<file path="config.mk">
export PLATFORM = sky130hd
export DESIGN_NAME = id_ex_stage
export DESIGN_NICKNAME = d
export VERILOG_FILES = /design/src/rtl/id_ex_stage.sv
export SDC_FILE = /design/constraint.sdc
export NUM_CORES = 1
export LEC_CHECK = 0
export ABC_AREA = 1
export BUFFER_PORTS_ARGS = -buffer_cell sky130_fd_sc_hd__buf_2
export CORE_ASPECT_RATIO = 0.7
export CORE_UTILIZATION = 30
export CTS_BUF_LIST = sky130_fd_sc_hd__clkbuf_8 sky130_fd_sc_hd__clkbuf_16
export CTS_CLUSTER_DIAMETER = 150
export DETAILED_ROUTE_END_ITERATION = 8
export HOLD_SLACK_MARGIN = 0.02
export PLACE_DENSITY = 0.56
export REMOVE_ABC_BUFFERS = 1
export SLEW_MARGIN = 20
export SYNTH_ARGS = -nofsm -noshare
export SYNTH_HDL_FRONTEND = slang
export SYNTH_SLANG_ARGS = --single-unit
export TNS_END_PERCENT = 30
</file>
<file path="constraint.sdc">
create_clock -name clk -period 4.2 [get_ports clk]
set_clock_uncertainty 0.1 [all_clocks]
set_input_delay 0.84 -clock clk [delete_from_list [all_inputs] [get_ports clk]]
set_output_delay 0.84 -clock clk [all_outputs]
set_load 0.01 [all_outputs]
</file>
<file path="src/rtl/id_ex_stage.sv">
// id_ex_stage: ID->EX pipeline register of the rv32imc core.
// Captures a decoded instruction, forwards its source operands from EX/MEM
// and MEM/WB, stalls decode on a load-use hazard, keeps held operands fresh
// while EX back-pressures, and counts load-use stall cycles.
//
// Handshakes: a transfer happens on a rising edge where valid and ready are
// both high. Decode side: id_valid/id_ready; a transfer is suppressed by
// flush. EX side: ex_valid/ex_ready; ex_valid never depends on ex_ready, and
// while ex_valid is high and ex_ready is low the held instruction (and its
// sideband) stays in place, only its operand values may be refreshed.
module id_ex_stage #(
  parameter int XLEN  = 32,
  parameter int CNT_W = 16
) (
  input  logic             clk,
  input  logic             rst_n,
  input  logic             flush,
  input  logic             id_valid,
  output logic             id_ready,
  input  logic [XLEN-1:0]  id_pc,
  input  logic [4:0]       id_rs1_addr,
  input  logic [4:0]       id_rs2_addr,
  input  logic             id_use_rs1,
  input  logic             id_use_rs2,
  input  logic [XLEN-1:0]  id_rs1_data,
  input  logic [XLEN-1:0]  id_rs2_data,
  input  logic [XLEN-1:0]  id_imm,
  input  logic             id_a_sel_pc,
  input  logic             id_b_sel_imm,
  input  logic [2:0]       id_alu_op,
  input  logic [4:0]       id_rd_addr,
  input  logic             id_rd_we,
  input  logic             exm_rd_we,
  input  logic [4:0]       exm_rd_addr,
  input  logic             exm_rd_rdy,
  input  logic [XLEN-1:0]  exm_rd_data,
  input  logic             wb_rd_we,
  input  logic [4:0]       wb_rd_addr,
  input  logic [XLEN-1:0]  wb_rd_data,
  output logic             ex_valid,
  input  logic             ex_ready,
  output logic [XLEN-1:0]  ex_a,
  output logic [XLEN-1:0]  ex_b,
  output logic [2:0]       ex_alu_op,
  output logic [XLEN-1:0]  ex_store_data,
  output logic [XLEN-1:0]  ex_pc,
  output logic [4:0]       ex_rd_addr,
  output logic             ex_rd_we,
  output logic [CNT_W-1:0] stall_cnt
);

  // Held instruction state
  logic             r_ex_valid;
  logic [XLEN-1:0]  r_pc;
  logic [XLEN-1:0]  r_imm;
  logic [4:0]       r_rs1_addr;
  logic [4:0]       r_rs2_addr;
  logic [XLEN-1:0]  r_rs1f;
  logic [XLEN-1:0]  r_rs2f;
  logic             r_a_sel_pc;
  logic             r_b_sel_imm;
  logic [2:0]       r_alu_op;
  logic [4:0]       r_rd_addr;
  logic             r_rd_we;
  logic [CNT_W-1:0] r_stall_cnt;

  // Decode-side forwarding and hazard detection
  logic            w_rs1_exm_hit;
  logic            w_rs2_exm_hit;
  logic            w_rs1_wb_hit;
  logic            w_rs2_wb_hit;
  logic [XLEN-1:0] w_rs1f;
  logic [XLEN-1:0] w_rs2f;
  logic            w_hazard;
  logic            w_id_ready;
  logic            w_transfer;

  // Held-operand refresh
  logic            w_h1_exm_hit;
  logic            w_h2_exm_hit;
  logic            w_h1_wb_hit;
  logic            w_h2_wb_hit;
  logic [XLEN-1:0] w_rs1_refresh;
  logic [XLEN-1:0] w_rs2_refresh;
  logic            w_hold;
  logic            w_cnt_max;

  // Address matches against the older in-flight writers; x0 never matches
  always_comb begin
    w_rs1_exm_hit = exm_rd_we && (exm_rd_addr == id_rs1_addr) && (id_rs1_addr != 5'd0);
    w_rs2_exm_hit = exm_rd_we && (exm_rd_addr == id_rs2_addr) && (id_rs2_addr != 5'd0);
    w_rs1_wb_hit  = wb_rd_we  && (wb_rd_addr  == id_rs1_addr) && (id_rs1_addr != 5'd0);
    w_rs2_wb_hit  = wb_rd_we  && (wb_rd_addr  == id_rs2_addr) && (id_rs2_addr != 5'd0);
  end

  // Forwarded rs1 for the incoming instruction: EX/MEM (if ready) > MEM/WB > regfile
  always_comb begin
    w_rs1f = id_rs1_data;
    if (id_rs1_addr == 5'd0) begin
      w_rs1f = '0;
    end else if (w_rs1_exm_hit && exm_rd_rdy) begin
      w_rs1f = exm_rd_data;
    end else if (w_rs1_wb_hit) begin
      w_rs1f = wb_rd_data;
    end
  end

  // Forwarded rs2 for the incoming instruction, same priority as rs1
  always_comb begin
    w_rs2f = id_rs2_data;
    if (id_rs2_addr == 5'd0) begin
      w_rs2f = '0;
    end else if (w_rs2_exm_hit && exm_rd_rdy) begin
      w_rs2f = exm_rd_data;
    end else if (w_rs2_wb_hit) begin
      w_rs2f = wb_rd_data;
    end
  end

  // Load-use hazard: a used source hits an EX/MEM result that is not yet available
  always_comb begin
    w_hazard   = id_valid &&
                 ((id_use_rs1 && w_rs1_exm_hit && !exm_rd_rdy) ||
                  (id_use_rs2 && w_rs2_exm_hit && !exm_rd_rdy));
    w_id_ready = !w_hazard && (!r_ex_valid || ex_ready);
    w_transfer = id_valid && w_id_ready && !flush;
    w_hold     = r_ex_valid && !ex_ready;
    w_cnt_max  = &r_stall_cnt;
  end

  // Refresh sources for the held operands; only bypass paths, never the regfile
  always_comb begin
    w_h1_exm_hit = exm_rd_we && exm_rd_rdy && (exm_rd_addr == r_rs1_addr) && (r_rs1_addr != 5'd0);
    w_h2_exm_hit = exm_rd_we && exm_rd_rdy && (exm_rd_addr == r_rs2_addr) && (r_rs2_addr != 5'd0);
    w_h1_wb_hit  = wb_rd_we && (wb_rd_addr == r_rs1_addr) && (r_rs1_addr != 5'd0);
    w_h2_wb_hit  = wb_rd_we && (wb_rd_addr == r_rs2_addr) && (r_rs2_addr != 5'd0);
    w_rs1_refresh = r_rs1f;
    if (w_h1_exm_hit) begin
      w_rs1_refresh = exm_rd_data;
    end else if (w_h1_wb_hit) begin
      w_rs1_refresh = wb_rd_data;
    end
    w_rs2_refresh = r_rs2f;
    if (w_h2_exm_hit) begin
      w_rs2_refresh = exm_rd_data;
    end else if (w_h2_wb_hit) begin
      w_rs2_refresh = wb_rd_data;
    end
  end

  // Valid bit: flush beats transfer, transfer beats hold, consume clears
  always_ff @(posedge clk or negedge rst_n) begin
    if (!rst_n) begin
      r_ex_valid <= 1'b0;
    end else if (flush) begin
      r_ex_valid <= 1'b0;
    end else if (w_transfer) begin
      r_ex_valid <= 1'b1;
    end else if (r_ex_valid && ex_ready) begin
      r_ex_valid <= 1'b0;
    end
  end

  // Payload: latch on transfer, refresh operands while held; flush leaves it untouched
  always_ff @(posedge clk or negedge rst_n) begin
    if (!rst_n) begin
      r_pc        <= '0;
      r_imm       <= '0;
      r_rs1_addr  <= '0;
      r_rs2_addr  <= '0;
      r_rs1f      <= '0;
      r_rs2f      <= '0;
      r_a_sel_pc  <= 1'b0;
      r_b_sel_imm <= 1'b0;
      r_alu_op    <= '0;
      r_rd_addr   <= '0;
      r_rd_we     <= 1'b0;
    end else if (flush) begin
      r_pc <= r_pc;
    end else if (w_transfer) begin
      r_pc        <= id_pc;
      r_imm       <= id_imm;
      r_rs1_addr  <= id_rs1_addr;
      r_rs2_addr  <= id_rs2_addr;
      r_rs1f      <= w_rs1f;
      r_rs2f      <= w_rs2f;
      r_a_sel_pc  <= id_a_sel_pc;
      r_b_sel_imm <= id_b_sel_imm;
      r_alu_op    <= id_alu_op;
      r_rd_addr   <= id_rd_addr;
      r_rd_we     <= id_rd_we;
    end else if (w_hold) begin
      r_rs1f <= w_rs1_refresh;
      r_rs2f <= w_rs2_refresh;
    end
  end

  // Saturating count of load-use stall cycles; only reset clears it
  always_ff @(posedge clk or negedge rst_n) begin
    if (!rst_n) begin
      r_stall_cnt <= '0;
    end else if (w_hazard && !w_cnt_max) begin
      r_stall_cnt <= r_stall_cnt + CNT_W'(1);
    end
  end

  // Operand muxes act on held state so EX sees refreshed values immediately
  always_comb begin
    id_ready      = w_id_ready;
    ex_valid      = r_ex_valid;
    ex_a          = r_a_sel_pc  ? r_pc  : r_rs1f;
    ex_b          = r_b_sel_imm ? r_imm : r_rs2f;
    ex_store_data = r_rs2f;
    ex_alu_op     = r_alu_op;
    ex_pc         = r_pc;
    ex_rd_addr    = r_rd_addr;
    ex_rd_we      = r_rd_we;
    stall_cnt     = r_stall_cnt;
  end

endmodule

</file>
# ---- Word level (Yosys, flattened, before mapping)
# Cells that the tools add are included.
dict set report word_totals {
  register_bits 166
  latch_bits 0
  ram_bits 0
  rom_bits 0
  input_bits 233
  output_inout_bits 155
  word_cells 94
  mem_count 0
}
dict set report classes {
  addsub 1
  mul 0
  n_div 0
  magnitude_cmp 0
  n_eq_ne 8
  shifts 0
  mux 19
  bitwise_logic 1
  n_reduce_logical 52
}
# operator n
set op_table {}
lappend op_table {{two-way mux 32 bit} 16}
lappend op_table {{== test 5 bit} 8}
lappend op_table {{logical AND 1 bit} 30}
lappend op_table {{nonzero test 5 bit} 4}
lappend op_table {{adder 16 x 1 -> 16 bit, second input constant} 1}
lappend op_table {{AND reduction 16 bit} 1}
lappend op_table {{logical NOT 5 bit} 2}
lappend op_table {{nonzero test 3 bit} 3}
lappend op_table {{logical NOT 1 bit} 6}
lappend op_table {{AND reduction 3 bit} 2}
lappend op_table {{two-way mux 1 bit} 3}
lappend op_table {{logical OR 1 bit} 2}
lappend op_table {{AND reduction 2 bit} 1}
lappend op_table {{nonzero test 2 bit} 1}
lappend op_table {{NOT 1 bit} 1}

# ---- Logic depth before layout (Yosys ltp)
# Gate-level depths: netlist (run 1).
dict set report logic_depth {
  depth_word 13
  depth_mapped 16
  ltp_nobuf 15
}

# ---- Worst setup path after synthesis (run 1)
# Ideal clock, no wire load.
dict set report synth_timing {
  path_kind {in2out}
  start {in exm_rd_addr[2]}
  end {out id_ready}
  t_arrival_ns 1.760
  required_ns 3.260
  path_slack_ns 1.500
  path_stages 9
  path_buffers 1
  cell_sequence {buf_2 > xnor2_1 > nand2_1 > nor2_1 > nand3_1 > nand2_1 > nand2_2 > inv_1 > nor2_1}
}
dict set report synth_via {
  elab_chain_cells 9
  word_cells_on_any_way 14
  cone_classes {2 x eq/ne; 12 x reduce/logical}
}
# element line_no
set synth_rtl {}
lappend synth_rtl {{start, declared} 34} ;# input logic [4:0] exm_rd_addr,
lappend synth_rtl {{== test 5 bit (on tied branches)} {90, 91}}
lappend synth_rtl {{logical AND 1 bit (on tied branches) (2 in a row)} {90, 91}}
lappend synth_rtl {{logical AND 1 bit (on tied branches) (2 in a row)} {123, 124}}
lappend synth_rtl {{logical OR 1 bit *} 123} ;# ((id_use_rs1 && w_rs1_exm_hit && !exm_rd_rdy) ||
lappend synth_rtl {{logical AND 1 bit *} 122} ;# w_hazard = id_valid &&
lappend synth_rtl {{logical NOT 1 bit *} 125} ;# w_id_ready = !w_hazard && (!r_ex_valid || ex_ready);
lappend synth_rtl {{logical AND 1 bit *} 125}
lappend synth_rtl {{end, declared} 19} ;# output logic id_ready,
# Every way passes the cells marked *; elsewhere a longest branch is shown, timed or not.

# ---- Worst setup path after layout (run 1)
dict set report layout_timing {
  start {in exm_rd_addr[3]}
  end {out id_ready}
}
# Same word-level chain as after synthesis.

==> results.json, run 1 <==
{
  "layout_min_cycle_time_ns": 3.179,
  "r2r-start": "r_rs2_addr[0]",
  "clock_latency_ns": 0.46,
  "cp_data_arrival_time_ns": 2.24,
  "cts_inserted_buffers": 17,
  "tritoncts": "yes",
  "viasPerCell": 4.945,
  "slew_violations": 0,
  "drt-pass1-iter-count": 6,
  "drive_above_1_share": 0.2397,
  "die_h_um": 161.8,
  "holdCritPathClass": "input port to asynchronous set/reset pin",
  "wl_um": 45230,
  "gp_congestion": 0.9153,
  "final_area_mm2": 0.01378,
  "synth-seq-area-share": 0.3793,
  "r2r_slack_ns": 1.84,
  "clk_pin_slew_ns": 0.08,
  "cp_common_cell": "nand2_1",
  "die_w_um": 230.4,
  "multiInputGateArea_mm2": 0.005697,
  "crit_type": "input port to output pin",
  "grt_pass1_vias": 11870,
  "finalSetupViolCount": 0,
  "finalPower_mw": 5.253,
  "htreeDepth": 4,
  "yosys_warnings": 0,
  "place_area_mm2": 0.01319,
  "setup_tns_ns": 0,
  "cell_internal_pwr_mw": 3.307,
  "area_growth_pct": 25.87,
  "power.share.clock": 0.312,
  "drtAntennaViolNets": 0,
  "grt.overflow.total": 0,
  "fillers": 3859,
  "synth_area_per_cell_um2": 6.507,
  "slowest_stage": "buf_2",
  "status": "completed",
  "wl_per_cell_um": 18.03,
  "pre_cts_ws_ns": 0.8993,
  "grt_usage": 0.2395,
  "nets": 2244,
  "crit_required_ns": 3.26,
  "die_area_mm2": 0.03728,
  "port_buffers": 387,
  "maxCapViolations": 0,
  "pwr-share-seq": 0.394,
  "first_iter_violations": 1106,
  "worstPathMaxFanout": 7,
  "grt_pass1_wl_um": 68520,
  "startpoint_type": "input port",
  "synth_seq_cells": 166,
  "post-route-util": 0.3837,
  "synth_cells": 1683,
  "reg2regPathDepth": 9,
  "ios": 388,
  "cellPowerDensity_mw_per_mm2": 381.1,
  "rsz0062_at_grt": "no",
  "coreArea_mm2": 0.03592,
  "rows": 58,
  "hold_viol": 0,
  "setup_slack_ns": 1.021,
  "vias": 12400,
  "end_kind": "output pin",
  "worst_pin_slew_ns": 0.9649,
  "postCtsSetupRepairBufs": 0,
  "grt_max_degree": 65,
  "fmax_mhz": 314.6,
  "antenna_found_initial": 7,
  "p_switching_mw": 1.946,
  "dpl.hpwl_um": 30450,
  "drc_errors": 0,
  "slew_headroom": 0.3545,
  "cts.path.max_buffers": 2,
  "syn_area_mm2": 0.01095,
  "cts_resized": 0,
  "critPathMaxStageDelay_ns": 0.19,
  "peakVddDrop_uv": 235.5,
  "reg2reg_to": "ex_store_data[21]",
  "cts_root_buffer": "clkbuf_16",
  "worstPathCellList": "buf_2, inv_2, nand2_1, nand2_1, inv_2, nand2_1, nor2_1, nand3_1, nand2_1, nand2_2, inv_1, nor2_1, buf_2",
  "clock-sinks": 166,
  "ctsHoldBuffers": 0,
  "initial_core_util": 0.3048,
  "leakage_nw": 7.602,
  "p_sw_frac": 0.3705,
  "combPwrFrac": 0.293,
  "final.period_utilization": 0.7569,
  "ys_types": 37,
  "seq_area_mm2": 0.004154
}
-- metrics by stage --
step,cells,hold slack (ns)
4_1_cts,2503,0.2871
3_5_place_dp,2471,0.3639
5_1_grt,2506,0.3166
2_1_floorplan,1582,0.3492
6_report,2508,0.2807
3_3_place_gp,2471,0.3590
-- sequential cells by signal (all words and copies together), names as in the netlist --
signal,count
ex_pc,32
r_rs1f,32
stall_cnt,16
r_imm,32
r_b_sel_imm,1
ex_alu_op,3
r_rs1_addr,5
r_rs2_addr,5
ex_rd_addr,5
ex_store_data,32
ex_valid,1
r_a_sel_pc,1
ex_rd_we,1
-- worst max-delay path: cells and delay by family --
family	cells	cell delay [ns]
AND/OR/NAND/NOR	8	0.77
buffers and inverters	5	0.61
-- how the worst max path moves through the flow --
stage / from / endpoint / slack, ns / cells past startpoint
2_1_floorplan: wb_rd_addr[1] / r_rs1f[0] / 0.53 / 13
3_3_place_gp: id_rs1_addr[1] / r_rs1f[24] / 0.98 / 15
3_5_place_dp: id_rs1_addr[1] / r_rs1f[18] / 0.90 / 15
4_1_cts: r_a_sel_pc / ex_a[23] / 1.0 / 5
5_1_grt: exm_rd_addr[3] / id_ready / 0.86 / 13
6_report: exm_rd_addr[3] / id_ready / 1.02 / 13
-- cell usage in the layout, fill, tap and decap left out, drive strengths merged --
cell / Yosys / layout
nand2: 706 / 706
buf: 48 / 408
o21ai: 277 / 277
dfrtp: 166 / 166
inv: 151 / 157
nand3: 86 / 86
nor2: 67 / 67
a21oi: 40 / 40
a31oi: 31 / 31
clkbuf: 53 / 19
xor2: 15 / 15
nor3: 13 / 13
xnor2: 11 / 11
diode: 0 / 5
clkinv: 0 / 5
nand4: 4 / 4
nand3b: 3 / 3
a211oi: 3 / 3
o22ai: 3 / 3
o211ai: 2 / 2
clkinvlp: 0 / 2
o21a: 1 / 1
nor3b: 1 / 1
nor4b: 1 / 1
ha: 1 / 1
bufinv: 0 / 1
-- logic make-up after synthesis --
family / Yosys count / synth area share
fa+ha+maj: 1 / 0.001142
simple gates: 881 / 0.3235
xor+xnor: 26 / 0.02080
buf+inv: 252 / 0.1037
compound gates: 357 / 0.1715
flops: 166 / 0.3793
-- Yosys cell counts (all sizes together) --
library cell,number,area share
a211oi,3,0.0021
a21oi,40,0.018
a31oi,31,0.018
buf,48,0.034
clkbuf,53,0.018
dfrtp,166,0.38
ha,1,0.0011
inv,151,0.052
nand2,706,0.24
nand3,86,0.041
nand3b,3,0.0021
nand4,4,0.0037
nor2,67,0.025
nor3,13,0.0073
nor3b,1,0.00069
nor4b,1,0.00080
o211ai,2,0.0014
o21a,1,0.00069
o21ai,277,0.13
o22ai,3,0.0017
xnor2,11,0.0088
xor2,15,0.012
-- power groups by stage --
| stage | logic, mW | clock network (mW) | registers, mW |
|---|---|---|---|
| 2_1_floorplan | 0.755 | 0 | 2.10 |
| 3_3_place_gp | 1.53 | 0 | 2.09 |
| 3_5_place_dp | 1.55 | 0 | 2.09 |
| 4_1_cts | 1.55 | 1.68 | 2.07 |
| 5_1_grt | 1.72 | 1.74 | 2.10 |
| 6_report | 1.54 | 1.64 | 2.07 |
-- metal layers --
metal	global-route usage	share of wire	vias up
met5	0	0.00091	-
met1	0.3260	0.45	5811
met3	0.05284	0.084	50
li1	-	-	6010
met2	0.3802	0.46	525
met4	0.06893	0.011	6
-- area by class of cell --
| type | instances | area share |
|---|---|---|
| inverter | 151 | 0.04112 |
| sequential | 166 | 0.3014 |
| clock inverter | 14 | 0.01017 |
| multi-input combinational | 1265 | 0.4133 |
| clock buffer | 18 | 0.03186 |
| tap | 480 | 0.04357 |
| antenna | 5 | 0.0009078 |
| timing repair buffer | 409 | 0.1577 |
No activity file was read; power rests on OpenSTA's default activity.
==> run 2: changes to the inputs <==
- clock period: 4.2 -> 3.04 ns (I/O delays scaled with it)
==> run 2 against run 1 <==
Against the previous run: largest power group unchanged; highest routed layer unchanged; flip-flop and latch count unchanged; die area unchanged; largest cell class unchanged; wire length up 0.42%; critical path type unchanged; sequential power up 38%; sequential share of layout area down 0.34 points; non-clock buffer count up 13.
==> results.json, run 2 (same netlist as run 1, synthesis figures left out) <==
{
  "crit_required_ns": 2.33,
  "power.share.clock": 0.314,
  "met3_usage": 0.05056,
  "final.period_utilization": 0.8976,
  "layout_min_cycle_time_ns": 2.729,
  "combPwrFrac": 0.296,
  "die_h_um": 161.8,
  "grt_pass1_vias": 11320,
  "peakVddDrop_uv": 341.1,
  "fillers": 3885,
  "rows": 58,
  "place_inst": 2484,
  "clk_pin_slew_ns": 0.07,
  "cell_internal_pwr_mw": 4.706,
  "multiInputGateArea_mm2": 0.005697,
  "die_w_um": 230.4,
  "worst_pin_slew_ns": 0.7040,
  "worstPathMaxFanout": 7,
  "slew_headroom": 0.5307,
  "finalSetupViolCount": 0,
  "final_common_cell": "nand2_1",
  "cts_inserted_buffers": 17,
  "grt_max_degree": 71,
  "drt-pass1-iter-count": 6,
  "r2r_slack_ns": 0.77,
  "holdCritPathClass": "input port to asynchronous set/reset pin",
  "vias": 12380,
  "ios": 388,
  "cts_root_buffer": "clkbuf_16",
  "reg2reg_to": "r_rs1f[4]",
  "busiest_layer": "met2",
  "p_sw_frac": 0.3553,
  "pwr-share-seq": 0.391,
  "status": "completed",
  "cp_data_arrival_time_ns": 2.02,
  "die_area_mm2": 0.03728,
  "clock_latency_ns": 0.45,
  "seq_area_mm2": 0.004154,
  "stdcell_count": 2518,
  "coreArea_mm2": 0.03592,
  "cellPowerDensity_mw_per_mm2": 523.6,
  "p_switching_mw": 2.594,
  "initial_core_util": 0.3048,
  "grt_usage": 0.2395,
  "met1_usage": 0.3292,
  "end_kind": "output pin",
  "most-common-layout-cells": "nand2_1, buf_2, o21ai_0",
  "drtAntennaViolNets": 0,
  "grt.overflow.total": 0,
  "first_iter_violations": 1016,
  "cp-endpoint": "id_ready",
  "crit_type": "input port to output pin",
  "antenna_found_initial": 6,
  "htreeDepth": 4,
  "slew_violations": 0,
  "fmax_mhz": 366.5,
  "place_area_mm2": 0.01335,
  "grt_pass1_wl_um": 68080,
  "postCtsSetupRepairBufs": 0,
  "maxCapViolations": 0,
  "cts.path.max_buffers": 2,
  "hold_viol": 0,
  "area_growth_pct": 27.31,
  "reg2regPathDepth": 12,
  "drc_errors": 0,
  "wl_um": 45420,
  "cp-startpoint": "exm_rd_addr[3]",
  "ctsHoldBuffers": 0,
  "drive_above_1_share": 0.2418,
  "r2r-start": "r_rs1_addr[4]",
  "rsz0062_at_grt": "no",
  "grtUsageMet2": 0.3894,
  "wl_per_cell_um": 18.04,
  "clock-sinks": 166,
  "viasPerCell": 4.916,
  "tritoncts": "yes",
  "nets": 2257,
  "cts_resized": 0,
  "startpoint_type": "input port",
  "final_area_mm2": 0.01394,
  "port_buffers": 387,
  "dpl.hpwl_um": 31940,
  "leakage_nw": 7.698,
  "gp_congestion": 0.8836
}
[run 2: cell types whose count changed in the layout (fill, tap and decap cells not counted), sizes merged]
cell,previous run,this run
bufinv,1,3
inv,157,155
buf,408,421
clkinv,5,3
diode,5,3
clkinvlp,2,3
[run 2: area by class of cell]
cell class	instances	share of cell area
Antenna cell	3	0.0005385
Clock buffer	18	0.03150
Clock inverter	13	0.01023
Inverter	151	0.04066
Multi-Input combinational cell	1265	0.4086
Sequential cell	166	0.2980
Tap cell	480	0.04308
Timing Repair Buffer	422	0.1674
[run 2: metrics by stage]
stage | total power, mW | setup slack (ns) | hold slack, ns | util | setup TNS, ns
after global placement | 5.033 | 0.2532 | 0.3592 | 0.3717 | 0
after global routing | 7.722 | 0.1593 | 0.04200 | 0.3879 | 0
final | 7.299 | 0.3112 | 0.01707 | 0.3881 | 0
after floorplan | 3.944 | -0.4003 | 0.2124 | - | -14.83
after detailed placement | 5.054 | 0.1322 | 0.3641 | 0.3717 | 0
after CTS | 7.377 | 0.3283 | 0.02516 | 0.3879 | 0
[run 2: power groups by stage]
| stage | logic, mW | clock network [mW] | registers, mW |
|---|---|---|---|
| after global routing | 2.40 | 2.42 | 2.90 |
| after global placement | 2.15 | 0 | 2.88 |
| after detailed placement | 2.17 | 0 | 2.89 |
| after CTS | 2.17 | 2.35 | 2.85 |
| final | 2.16 | 2.29 | 2.85 |
| after floorplan | 1.04 | 0 | 2.90 |
[run 2: how the worst min path moves through the flow]
stage,end,slack (ns)
after floorplan,ex_alu_op[0],0.21
after global placement,ex_rd_addr[4],0.36
after detailed placement,ex_rd_addr[1],0.36
after CTS,r_imm[16],0.03
after global routing,ex_pc[17],0.04
final,r_imm[16],0.02
[run 2: routing by layer]
metal / vias up / wire length (um)
met5: - / 23
li1: 6033 / -
met1: 5811 / 20110
met2: 504 / 21120
met4: 4 / 281
met3: 27 / 3886
[run 2: critical path, cell delays in order]
cell	delay [ns]
buf_2	0.18
inv_2	0.05
nand2_1	0.06
nand2_1	0.06
inv_2	0.04
nand2_1	0.03
nor2_1	0.20
nand3_1	0.13
nand2_1	0.11
nand2_2	0.12
inv_1	0.21
nor2_1	0.06
buf_2	0.15
